<file path="config.mk">
export PLATFORM = sky130hd
export DESIGN_NAME = alu_share_arbiter_flat
export DESIGN_NICKNAME = d
export VERILOG_FILES = /design/src/rtl/alu_share_arbiter_if.sv /design/src/rtl/alu_share_arbiter.sv /design/src/flat_wrapper.sv
export SDC_FILE = /design/constraint.sdc
export NUM_CORES = 2
export LEC_CHECK = 0
export CORE_MARGIN = 2
export CORE_UTILIZATION = 35
export DETAILED_ROUTE_END_ITERATION = 12
export HOLD_SLACK_MARGIN = 0.1
export PLACE_DENSITY = 0.57
export RECOVER_POWER = 25
export SLEW_MARGIN = 10
export SYNTH_ARGS = -nofsm -noshare
export SYNTH_HDL_FRONTEND = slang
export SYNTH_SLANG_ARGS = --single-unit
</file>
<file path="constraint.sdc">
create_clock -name CLK -period 7.51 [get_ports CLK]
set_input_delay 1.502 -clock CLK [delete_from_list [all_inputs] [get_ports CLK]]
set_output_delay 1.502 -clock CLK [all_outputs]
set_load 0.01 [all_outputs]
</file>
<file path="src/rtl/alu_share_arbiter_if.sv">
// ---------------------------------------------------------------------------
// alu_share_arbiter_if
//
// Purpose:
//   Bundles the request and response handshakes around the shared ALU
//   arbiter. Requesters A and B each present one operation (two operands and
//   a 3-bit opcode) under valid/ready. The single response port carries the
//   registered result back together with the id of the requester that owns it.
//
// Signals:
//   A_Valid / A_Ready              request handshake, requester A
//   A_SrcA, A_SrcB                 operands, requester A (DATA_WIDTH bits)
//   A_ALU_Control                  opcode, requester A (3 bits)
//   B_*                            the same set for requester B
//   Rsp_Valid / Rsp_Ready          response handshake
//   Rsp_Id                         owner of the response: 0 = A, 1 = B
//   Rsp_Result, Rsp_Zero           registered ALU result and zero flag
//
// Modports:
//   master : the requester/consumer side (drives requests and Rsp_Ready)
//   slave  : the arbiter side
// ---------------------------------------------------------------------------
interface alu_share_arbiter_if #(
    parameter int DATA_WIDTH = 32
);
    logic                  A_Valid;
    logic                  A_Ready;
    logic [DATA_WIDTH-1:0] A_SrcA;
    logic [DATA_WIDTH-1:0] A_SrcB;
    logic [2:0]            A_ALU_Control;

    logic                  B_Valid;
    logic                  B_Ready;
    logic [DATA_WIDTH-1:0] B_SrcA;
    logic [DATA_WIDTH-1:0] B_SrcB;
    logic [2:0]            B_ALU_Control;

    logic                  Rsp_Valid;
    logic                  Rsp_Ready;
    logic                  Rsp_Id;
    logic [DATA_WIDTH-1:0] Rsp_Result;
    logic                  Rsp_Zero;

    modport master (
        output A_Valid, A_SrcA, A_SrcB, A_ALU_Control,
        input  A_Ready,
        output B_Valid, B_SrcA, B_SrcB, B_ALU_Control,
        input  B_Ready,
        input  Rsp_Valid, Rsp_Id, Rsp_Result, Rsp_Zero,
        output Rsp_Ready
    );

    modport slave (
        input  A_Valid, A_SrcA, A_SrcB, A_ALU_Control,
        output A_Ready,
        input  B_Valid, B_SrcA, B_SrcB, B_ALU_Control,
        output B_Ready,
        output Rsp_Valid, Rsp_Id, Rsp_Result, Rsp_Zero,
        input  Rsp_Ready
    );
endinterface

</file>
<file path="src/rtl/alu_share_arbiter.sv">
// ---------------------------------------------------------------------------
// alu_share_arbiter
//
// Purpose:
//   Shares a single ALU between two requesters (A = 0, B = 1). In IDLE the
//   arbiter grants one request round-robin, registers its operands, spends
//   one EXEC cycle computing, then holds the registered result in RESP until
//   the consumer takes it. One operation completes at most every 3 cycles.
//
// Ports:
//   CLK          clock, all state changes on the rising edge
//   RST          synchronous active-high reset
//   bus          alu_share_arbiter_if.slave (request A/B, response port)
//   Busy         high whenever the FSM is not in IDLE
//   Grant_Cnt_A  accepted-request count for A (only with ALU_ARB_GRANT_CNT_EN)
//   Grant_Cnt_B  accepted-request count for B (only with ALU_ARB_GRANT_CNT_EN)
//
// Build option:
//   ALU_ARB_GRANT_CNT_EN  when defined, adds two free-running CNT_WIDTH-bit
//                         grant counters that wrap from all-ones to zero.
//
// ALU opcodes:
//   000 AND, 001 OR, 010 ADD, 100 SUB, 101 MUL (low half), 110 SLT (unsigned)
//   011 and 111 produce 0 (and therefore Zero = 1).
// ---------------------------------------------------------------------------
module alu_share_arbiter #(
    parameter int DATA_WIDTH = 32,
    parameter int CNT_WIDTH  = 16
) (
    input  logic                    CLK,
    input  logic                    RST,
    alu_share_arbiter_if.slave      bus,
`ifdef ALU_ARB_GRANT_CNT_EN
    output logic [CNT_WIDTH-1:0]    Grant_Cnt_A,
    output logic [CNT_WIDTH-1:0]    Grant_Cnt_B,
`endif
    output logic                    Busy
);

    typedef enum logic [1:0] {
        IDLE = 2'd0,
        EXEC = 2'd1,
        RESP = 2'd2
    } state_t;

    localparam logic [2:0] OP_AND = 3'b000;
    localparam logic [2:0] OP_OR  = 3'b001;
    localparam logic [2:0] OP_ADD = 3'b010;
    localparam logic [2:0] OP_SUB = 3'b100;
    localparam logic [2:0] OP_MUL = 3'b101;
    localparam logic [2:0] OP_SLT = 3'b110;

    // -----------------------------------------------------------------------
    // Requester view as index-able arrays so that grant logic and counters
    // can be written once for both requesters.
    // -----------------------------------------------------------------------
    logic [1:0]            req_valid;
    logic [DATA_WIDTH-1:0] req_src_a [2];
    logic [DATA_WIDTH-1:0] req_src_b [2];
    logic [2:0]            req_ctl   [2];

    assign req_valid[0] = bus.A_Valid;
    assign req_valid[1] = bus.B_Valid;
    assign req_src_a[0] = bus.A_SrcA;
    assign req_src_a[1] = bus.B_SrcA;
    assign req_src_b[0] = bus.A_SrcB;
    assign req_src_b[1] = bus.B_SrcB;
    assign req_ctl[0]   = bus.A_ALU_Control;
    assign req_ctl[1]   = bus.B_ALU_Control;

    // -----------------------------------------------------------------------
    // State
    // -----------------------------------------------------------------------
    state_t                state_reg,      state_next;
    logic                  ptr_reg,        ptr_next;     // preferred requester
    logic [DATA_WIDTH-1:0] op_a_reg,       op_a_next;
    logic [DATA_WIDTH-1:0] op_b_reg,       op_b_next;
    logic [2:0]            op_ctl_reg,     op_ctl_next;
    logic                  op_id_reg,      op_id_next;
    logic                  rsp_valid_reg,  rsp_valid_next;
    logic                  rsp_id_reg,     rsp_id_next;
    logic [DATA_WIDTH-1:0] rsp_result_reg, rsp_result_next;
    logic                  rsp_zero_reg,   rsp_zero_next;

    // -----------------------------------------------------------------------
    // Round-robin grant. A requester is granted in IDLE when it is valid and
    // either the other one is idle or the pointer currently favours it.
    // Ready is purely combinational from Valid and the pointer.
    // -----------------------------------------------------------------------
    logic [1:0] grant;
    logic       accept;
    logic       accept_id;

    genvar gi;
    generate
        for (gi = 0; gi < 2; gi++) begin : g_grant
            assign grant[gi] = (state_reg == IDLE) && req_valid[gi] &&
                               (!req_valid[1-gi] || (ptr_reg == 1'(gi)));
        end
    endgenerate

    assign accept    = |grant;
    assign accept_id = grant[1];

    assign bus.A_Ready = grant[0];
    assign bus.B_Ready = grant[1];

    // -----------------------------------------------------------------------
    // Shared ALU, purely combinational from the operand registers. It is only
    // observed during EXEC, when those registers hold the accepted operation.
    // -----------------------------------------------------------------------
    logic [DATA_WIDTH-1:0] alu_result;
    logic                  alu_zero;

    always_comb begin
        alu_result = '0;
        case (op_ctl_reg)
            OP_AND:  alu_result = op_a_reg & op_b_reg;
            OP_OR:   alu_result = op_a_reg | op_b_reg;
            OP_ADD:  alu_result = op_a_reg + op_b_reg;
            OP_SUB:  alu_result = op_a_reg - op_b_reg;
            OP_MUL:  alu_result = op_a_reg * op_b_reg;   // low half kept
            OP_SLT:  alu_result = {{(DATA_WIDTH-1){1'b0}}, (op_a_reg < op_b_reg)};
            default: alu_result = '0;                    // 011 / 111
        endcase
    end

    assign alu_zero = (alu_result == '0);

    // -----------------------------------------------------------------------
    // FSM next-state and datapath next values
    // -----------------------------------------------------------------------
    always_comb begin
        state_next      = state_reg;
        ptr_next        = ptr_reg;
        op_a_next       = op_a_reg;
        op_b_next       = op_b_reg;
        op_ctl_next     = op_ctl_reg;
        op_id_next      = op_id_reg;
        rsp_valid_next  = rsp_valid_reg;
        rsp_id_next     = rsp_id_reg;
        rsp_result_next = rsp_result_reg;
        rsp_zero_next   = rsp_zero_reg;

        case (state_reg)
            IDLE: begin
                if (accept) begin
                    op_a_next   = req_src_a[accept_id];
                    op_b_next   = req_src_b[accept_id];
                    op_ctl_next = req_ctl[accept_id];
                    op_id_next  = accept_id;
                    // The winner becomes the less preferred requester.
                    ptr_next    = ~accept_id;
                    state_next  = EXEC;
                end
            end
            EXEC: begin
                rsp_result_next = alu_result;
                rsp_zero_next   = alu_zero;
                rsp_id_next     = op_id_reg;
                rsp_valid_next  = 1'b1;
                state_next      = RESP;
            end
            RESP: begin
                // Result fields stay as they are after the handshake; only
                // the valid flag drops.
                if (bus.Rsp_Ready) begin
                    rsp_valid_next = 1'b0;
                    state_next     = IDLE;
                end
            end
            default: begin
                state_next     = IDLE;
                rsp_valid_next = 1'b0;
            end
        endcase
    end

    // -----------------------------------------------------------------------
    // Registers
    // -----------------------------------------------------------------------
    always_ff @(posedge CLK) begin
        if (RST) begin
            state_reg      <= IDLE;
            ptr_reg        <= 1'b0;
            op_a_reg       <= '0;
            op_b_reg       <= '0;
            op_ctl_reg     <= '0;
            op_id_reg      <= 1'b0;
            rsp_valid_reg  <= 1'b0;
            rsp_id_reg     <= 1'b0;
            rsp_result_reg <= '0;
            rsp_zero_reg   <= 1'b0;
        end else begin
            state_reg      <= state_next;
            ptr_reg        <= ptr_next;
            op_a_reg       <= op_a_next;
            op_b_reg       <= op_b_next;
            op_ctl_reg     <= op_ctl_next;
            op_id_reg      <= op_id_next;
            rsp_valid_reg  <= rsp_valid_next;
            rsp_id_reg     <= rsp_id_next;
            rsp_result_reg <= rsp_result_next;
            rsp_zero_reg   <= rsp_zero_next;
        end
    end

    assign bus.Rsp_Valid  = rsp_valid_reg;
    assign bus.Rsp_Id     = rsp_id_reg;
    assign bus.Rsp_Result = rsp_result_reg;
    assign bus.Rsp_Zero   = rsp_zero_reg;
    assign Busy           = (state_reg != IDLE);

`ifdef ALU_ARB_GRANT_CNT_EN
    // -----------------------------------------------------------------------
    // Grant counters: one per requester, bumped on the accept edge so the
    // new count is visible in the cycle after the accept. Plain wrap-around.
    // -----------------------------------------------------------------------
    logic [CNT_WIDTH-1:0] grant_cnt_reg [2];

    generate
        for (gi = 0; gi < 2; gi++) begin : g_grant_cnt
            always_ff @(posedge CLK) begin
                if (RST) begin
                    grant_cnt_reg[gi] <= '0;
                end else if (grant[gi]) begin
                    grant_cnt_reg[gi] <= grant_cnt_reg[gi] + CNT_WIDTH'(1);
                end
            end
        end
    endgenerate

    assign Grant_Cnt_A = grant_cnt_reg[0];
    assign Grant_Cnt_B = grant_cnt_reg[1];
`endif

endmodule

</file>
<file path="src/flat_wrapper.sv">
// flat-port wrapper written by rule: the top's interface ports become plain ports
module alu_share_arbiter_flat 
#(
    parameter int DATA_WIDTH = 32,
    parameter int CNT_WIDTH  = 16
)
  (CLK, RST, Busy, bus_A_Valid, bus_A_SrcA, bus_A_SrcB, bus_A_ALU_Control, bus_A_Ready, bus_B_Valid, bus_B_SrcA, bus_B_SrcB, bus_B_ALU_Control, bus_B_Ready, bus_Rsp_Valid, bus_Rsp_Id, bus_Rsp_Result, bus_Rsp_Zero, bus_Rsp_Ready);
  alu_share_arbiter_if #(.DATA_WIDTH(DATA_WIDTH)) bus_i ();
  input  logic CLK;
  input  logic RST;
  output logic Busy;
  input wire logic [$bits(bus_i.A_Valid)-1:0] bus_A_Valid;
  input wire logic [$bits(bus_i.A_SrcA)-1:0] bus_A_SrcA;
  input wire logic [$bits(bus_i.A_SrcB)-1:0] bus_A_SrcB;
  input wire logic [$bits(bus_i.A_ALU_Control)-1:0] bus_A_ALU_Control;
  output wire logic [$bits(bus_i.A_Ready)-1:0] bus_A_Ready;
  input wire logic [$bits(bus_i.B_Valid)-1:0] bus_B_Valid;
  input wire logic [$bits(bus_i.B_SrcA)-1:0] bus_B_SrcA;
  input wire logic [$bits(bus_i.B_SrcB)-1:0] bus_B_SrcB;
  input wire logic [$bits(bus_i.B_ALU_Control)-1:0] bus_B_ALU_Control;
  output wire logic [$bits(bus_i.B_Ready)-1:0] bus_B_Ready;
  output wire logic [$bits(bus_i.Rsp_Valid)-1:0] bus_Rsp_Valid;
  output wire logic [$bits(bus_i.Rsp_Id)-1:0] bus_Rsp_Id;
  output wire logic [$bits(bus_i.Rsp_Result)-1:0] bus_Rsp_Result;
  output wire logic [$bits(bus_i.Rsp_Zero)-1:0] bus_Rsp_Zero;
  input wire logic [$bits(bus_i.Rsp_Ready)-1:0] bus_Rsp_Ready;
  assign bus_i.A_Valid = bus_A_Valid;
  assign bus_i.A_SrcA = bus_A_SrcA;
  assign bus_i.A_SrcB = bus_A_SrcB;
  assign bus_i.A_ALU_Control = bus_A_ALU_Control;
  assign bus_A_Ready = bus_i.A_Ready;
  assign bus_i.B_Valid = bus_B_Valid;
  assign bus_i.B_SrcA = bus_B_SrcA;
  assign bus_i.B_SrcB = bus_B_SrcB;
  assign bus_i.B_ALU_Control = bus_B_ALU_Control;
  assign bus_B_Ready = bus_i.B_Ready;
  assign bus_Rsp_Valid = bus_i.Rsp_Valid;
  assign bus_Rsp_Id = bus_i.Rsp_Id;
  assign bus_Rsp_Result = bus_i.Rsp_Result;
  assign bus_Rsp_Zero = bus_i.Rsp_Zero;
  assign bus_i.Rsp_Ready = bus_Rsp_Ready;
  alu_share_arbiter #(.DATA_WIDTH(DATA_WIDTH), .CNT_WIDTH(CNT_WIDTH)) u_core (.CLK(CLK), .RST(RST), .bus(bus_i), .Busy(Busy));
endmodule
</file>
# Word level (Yosys, flattened, before mapping)
# Cells that the tools add are included.
# op_classes
bitwise_logic	6
muxes	15
multipliers	1
magnitude_cmp	2
eq_ne	9
add_sub_neg	2
n_reduce_logical	16
# op_table
cell	count
two-way mux 32 bit	6
one-hot mux 32 bit (6 select lines)	1
adder 32 bit	1
bitwise AND 32 bit	1
logical NOT 32 bit	1
less-than comparator 32 bit	1
multiplier 32 x 32 -> 32 bit	1
OR 32 bit	1
subtractor 32 bit	1
equality test 3 bit, second input constant	3
two-way mux 3 bit	3
one-hot mux 2 bit (3 select lines)	1
AND reduction 2 bit	3
logical AND 1 bit	4
two-way mux 2 bit	2
equality test 3 x 1 -> 1 bit, second input constant	1
equality test 3 x 2 -> 1 bit, second input constant	1
logical NOT 3 bit	1
inverter 1 bit	3
one-hot mux 1 bit (3 select lines)	1
equality test 2 x 1 -> 1 bit, second input constant	1
equality test 2 bit, second input constant	1
>= comparator 2 bit, second input constant	1
logical NOT 1 bit	2
8 further kinds	9
# word_totals
regBits	106
elab_cells	61
input_bits	139
out_inout_bits	38

# Longest topological paths before layout
# depth
depth_word	7
depth_mapped	30
ltp_nobuf	28

# Least setup slack after synthesis
# No wires, ideal clock.
# synth_path
path_kind	register to register
startpoint	reg u_core.op_b_reg[2]
endpoint	reg u_core.rsp_result_reg[31], in the netlist u_core.bus.Rsp_Result[31]
arrival_ns	7.229
period_less_slack_ns	7.367
stages_incl_launch_ff	26
setup_time_ns	0.137
slack_ns	0.143
t_required_ns	7.373
path_buffers	2
cell_sequence	dfxtp_1 > clkbuf_1 > inv_1 > buf_1 > nor2_1 > fa_1 > inv_1 > fa_1 > fa_1 > fa_1 > inv_1 > fa_1 > fa_1 > fa_1 > fa_1 > ha_1 > a21o_1 > a21o_1 > a2111o_1 > a21oi_1 > o21ai_0 > a31oi_1 > o21ai_0 > xnor2_1 > a222oi_1 > a211oi_1
# synth_between
elab_chain_len	2
elab_cells_between_ends	4
classes_between	2 x add/sub; 1 x mul; 1 x mux
# synth_lines
item	line	source
start: declaration	alu_share_arbiter.sv:77	logic [DATA_WIDTH-1:0] op_b_reg, op_b_next;
start signal: assignment	alu_share_arbiter.sv:198	op_b_reg <= op_b_next;
multiplier 32 x 32 -> 32 bit (tied with other cells)	alu_share_arbiter.sv:122	OP_MUL: alu_result = op_a_reg * op_b_reg;
one-hot mux 32 bit (6 select lines) (*)	alu_share_arbiter.sv:117	case (op_ctl_reg)
end signal: assignment	alu_share_arbiter.sv:203	rsp_result_reg <= rsp_result_next;
end: declaration	alu_share_arbiter.sv:82	logic [DATA_WIDTH-1:0] rsp_result_reg, rsp_result_next;
# Mark *: on every way between the ends. The rest lies on a longest branch, timed or not.
# A chain may end at the register's enable or synchronous reset.

# Worst setup path in the final report
# layout_path
startpoint	reg u_core.op_b_reg[3]
endpoint	reg u_core.rsp_zero_reg, in the netlist u_core.bus.Rsp_Zero
# layout_between
elab_chain_len	3
elab_cells_between_ends	8
classes_between	2 x add/sub; 1 x mul; 1 x order compare; 1 x mux; 2 x bitwise; 1 x reduce/logical
# layout_lines
item	line	source
multiplier 32 x 32 -> 32 bit (tied with other cells)	alu_share_arbiter.sv:122	
one-hot mux 32 bit (6 select lines) (*)	alu_share_arbiter.sv:117	
logical NOT 32 bit (*)	alu_share_arbiter.sv:128	assign alu_zero = (alu_result == '0);
end signal: assignment	alu_share_arbiter.sv:204	rsp_zero_reg <= rsp_zero_next;
end: declaration	alu_share_arbiter.sv:83	logic rsp_zero_reg, rsp_zero_next;
# Marks and branches as above.

==> impl_metrics.py <==
metrics = {
    "clock_network": {
        "cts_tree": "yes",
        "path_clk_slew_ns": 0.08,
        "clkLatencyLatePin_ns": 0.40,
        "numCtsBuffers": 9,
        "cts-root-buf": "clkbuf_16",
        "htree_num_levels": 3,
        "clockBufferDepth": 2,
        "cts_sinks": 106,
    },
    "worst_setup_path": {
        "crit_slowest_cell": "fa_1",
        "worst-path-max-fanout": 8,
        "end_kind": "flop",
        "worst_r2r_startpoint": "u_core.op_b_reg[3]",
        "arrival_ns": 7.67,
        "crit_type": "flop to flop",
        "cpMostUsedCell": "fa_1",
        "startpoint": "u_core.op_b_reg[3]",
        "reg2reg_slack_ns": 0.14,
        "worstSetupStartpointType": "flop",
        "cp.required_ns": 7.81,
        "cpPeakStageDelay_ns": 0.56,
    },
    "grt": {
        "grt_pass1_wl_um": 149000,
        "globalRouteTotalUtil": 0.283,
        "grt_overflow": 0,
        "grt_pass1_vias": 23200,
        "grt_max_degree": 62,
        "antenna_found_initial": 2,
    },
    "hold_path": {
        "hold_class": "flop to flop",
        "min_from": "u_core.op_id_reg",
    },
    "pwr": {
        "p_comb_frac": 0.796,
        "p_clk_frac": 0.087,
        "seqPwrFrac": 0.117,
        "powerDensity_nw_per_um2": 198,
        "switchingPower_uw": 3090,
        "intPower_uw": 2880,
        "peakVddDrop_mv": 0.128,
        "swShare": 0.517,
        "p_leak_uw": 0.0135,
    },
    "detailed_routing": {
        "drt_iter0_drc": 1998,
        "post_drt_via_cell_ratio": 5.41,
        "drc_errors": 0,
        "drtAntennaViolNets": 0,
        "wire_per_inst_um": 23.7,
        "routed_wl_um": 101000,
        "drtPass1Iterations": 6,
        "vias": 23000,
    },
    "run": {
        "max_cap_viol_count": 1,
    },
    "sta": {
        "finalClockSkew_ns": 0.0166,
        "worst_pin_slew_ns": 2.03,
        "slew_viol_final": 45,
        "timing.slew.headroom": -0.351,
        "layout_setup_ws_ns": 0.140,
        "setup_viol": 0,
        "rsz0062_at_grt": "yes",
        "fmax_mhz": 136,
        "fin_crit_sh": 0.981,
        "hold_viol": 0,
        "period_minus_slack_ns": 7.37,
    },
    "status": {
        "failed_checks": "capacitance limit, slew limit",
        "status": "finished, violations left",
    },
    "logic_synthesis": {
        "syn_nets": 3737,
        "synth_seq_cells": 106,
        "synth_area_leader_cell": "fa_1",
        "ys_warn_count": 0,
        "ys_top_cells_by_area": "fa_1 (34%), ha_1 (11%), dfxtp_1 (8.7%)",
        "avgSynthCellArea_sq_um": 8.17,
        "synth_top_area_frac": 0.338,
        "seq_area_frac_synth": 0.0875,
        "ys.flop_type": "dfxtp_1",
        "yosysUniqueCellTypes": 89,
        "synth_edf_count": 0,
        "syn_area_sq_um": 24300,
        "async_flop_share": 0,
        "synthCells": 2969,
    },
    "finish": {
        "final_cell_mix": "inv_1 (447), nor2_1 (398), fa_1 (392)",
        "drive_gt1_frac": 0.152,
        "n_antenna_cell": 0,
        "area_delta_synth_final_pct": 24.6,
        "final_nets": 4076,
        "fin_cells": 4244,
        "mostFrequentLayoutCell": "inv_1",
        "fillers": 6930,
    },
    "placed_design": {
        "post-place-ws_ns": -0.219,
        "portBuffers": 176,
        "hpwl_um": 82200,
        "gp_congestion": 0.994,
        "placed_cells": 4182,
    },
    "die": {
        "dieArea_sq_um": 71400,
        "rows": 96,
        "dieHeight_um": 267,
        "die_x_um": 267,
        "initial_core_util": 0.354,
        "core_area_sq_um": 68600,
        "io_pins": 177,
    },
}
-- layout make-up --
| cell class | instances | area [sq um] | share of cell area |
|---|---|---|---|
| Multi-Input combinational cell | 2212 | 20100 | 0.666 |
| Timing Repair Buffer | 494 | 4600 | 0.152 |
| Sequential cell | 106 | 2150 | 0.0711 |
| Inverter | 485 | 1870 | 0.0620 |
| Tap cell | 931 | 1160 | 0.0385 |
| Clock buffer | 9 | 225 | 0.00745 |
| Clock inverter | 7 | 80.1 | 0.00265 |
-- layer usage --
metal  routed length, um  vias to the layer above  global-route usage
li1                    -                    10300                   -
met5                   0                        -                   0
met2               45100                     1044               0.446
met3                7760                      236              0.0457
met4                5580                        0               0.132
met1               42100                    11400               0.379
-- Yosys cell counts, types with 14 or more instances --
library cell  instances
inv_1               466
nor2_1              433
fa_1                410
nand2_1             328
ha_1                219
clkbuf_1            132
a21oi_1             129
dfxtp_1             106
xnor2_1              70
a211oi_1             59
o21ai_0              58
a22oi_1              50
mux2i_1              36
nand3_1              34
nor3_1               33
buf_1                22
o21a_1               22
nand2b_1             20
xor2_1               20
o221ai_1             19
nor4_1               17
a21o_1               16
nor2b_1              15
or3_1                15
o211ai_1             14
-- power groups by stage --
| stage | Clock, uW | Sequential, uW | Combinational [uW] |
|---|---|---|---|
| detailed placement | 0 | 706 | 4320 |
| CTS | 530 | 695 | 4390 |
| floorplan | 0 | 698 | 2480 |
| global placement | 0 | 705 | 4320 |
| finish | 519 | 701 | 4750 |
| global route | 550 | 709 | 5090 |
-- path summary, 6_finish.rpt --
kind / cells after the start / end
worst max-delay path: 28 / u_core.bus.Rsp_Zero
worst min-delay path: 2 / u_core.bus.Rsp_Id
worst max register to register: 28 / u_core.bus.Rsp_Zero
worst min register to register: 2 / u_core.bus.Rsp_Id
-- per-stage QoR --
| stage | TNS, ns | util | total power, uW | hold slack [ns] | area (sq um) |
|---|---|---|---|---|---|
| detailed placement | -0.649 | 0.421 | 5030 | 0.450 | 28900 |
| floorplan | 0 | - | 3180 | 0.432 | 24300 |
| CTS | 0 | 0.427 | 5620 | 0.471 | 29300 |
| global placement | -0.680 | 0.421 | 5020 | 0.444 | 28900 |
| finish | 0 | 0.441 | 5970 | 0.463 | 30200 |
| global route | -0.115 | 0.441 | 6350 | 0.488 | 30200 |
-- critical path: cells and delay by family, from the launching register on --
| family | cells | cell delay (ns) |
|---|---|---|
| AO/OA/AOI/OAI | 6 | 0.82 |
| XOR/XNOR | 1 | 0.19 |
| adder cells (fa/ha/maj) | 9 | 4.46 |
| buffers and inverters | 8 | 0.68 |
| flip-flops | 1 | 0.33 |
| AND/OR/NAND/NOR | 4 | 0.77 |
-- kinds of logic after synthesis --
family                     Yosys count  share of synthesized area
muxes                               39                     0.0162
buffers and inverters              651                      0.102
adders and majority gates          629                      0.451
AOI/OAI and AO/OA                  498                      0.143
xor gates and xnor gates            90                     0.0325
DFF                                106                     0.0875
and+or+nand+nor                    956                      0.168
-- what timing repair did --
item,CTS,global route
cloned,1,2
endpoints found under the setup margin,4,9
resized for setup,14,165
setup buffers,9,34
pin swaps,1,61
hold buffers,0,0
(Power assumes the default switching activity.)
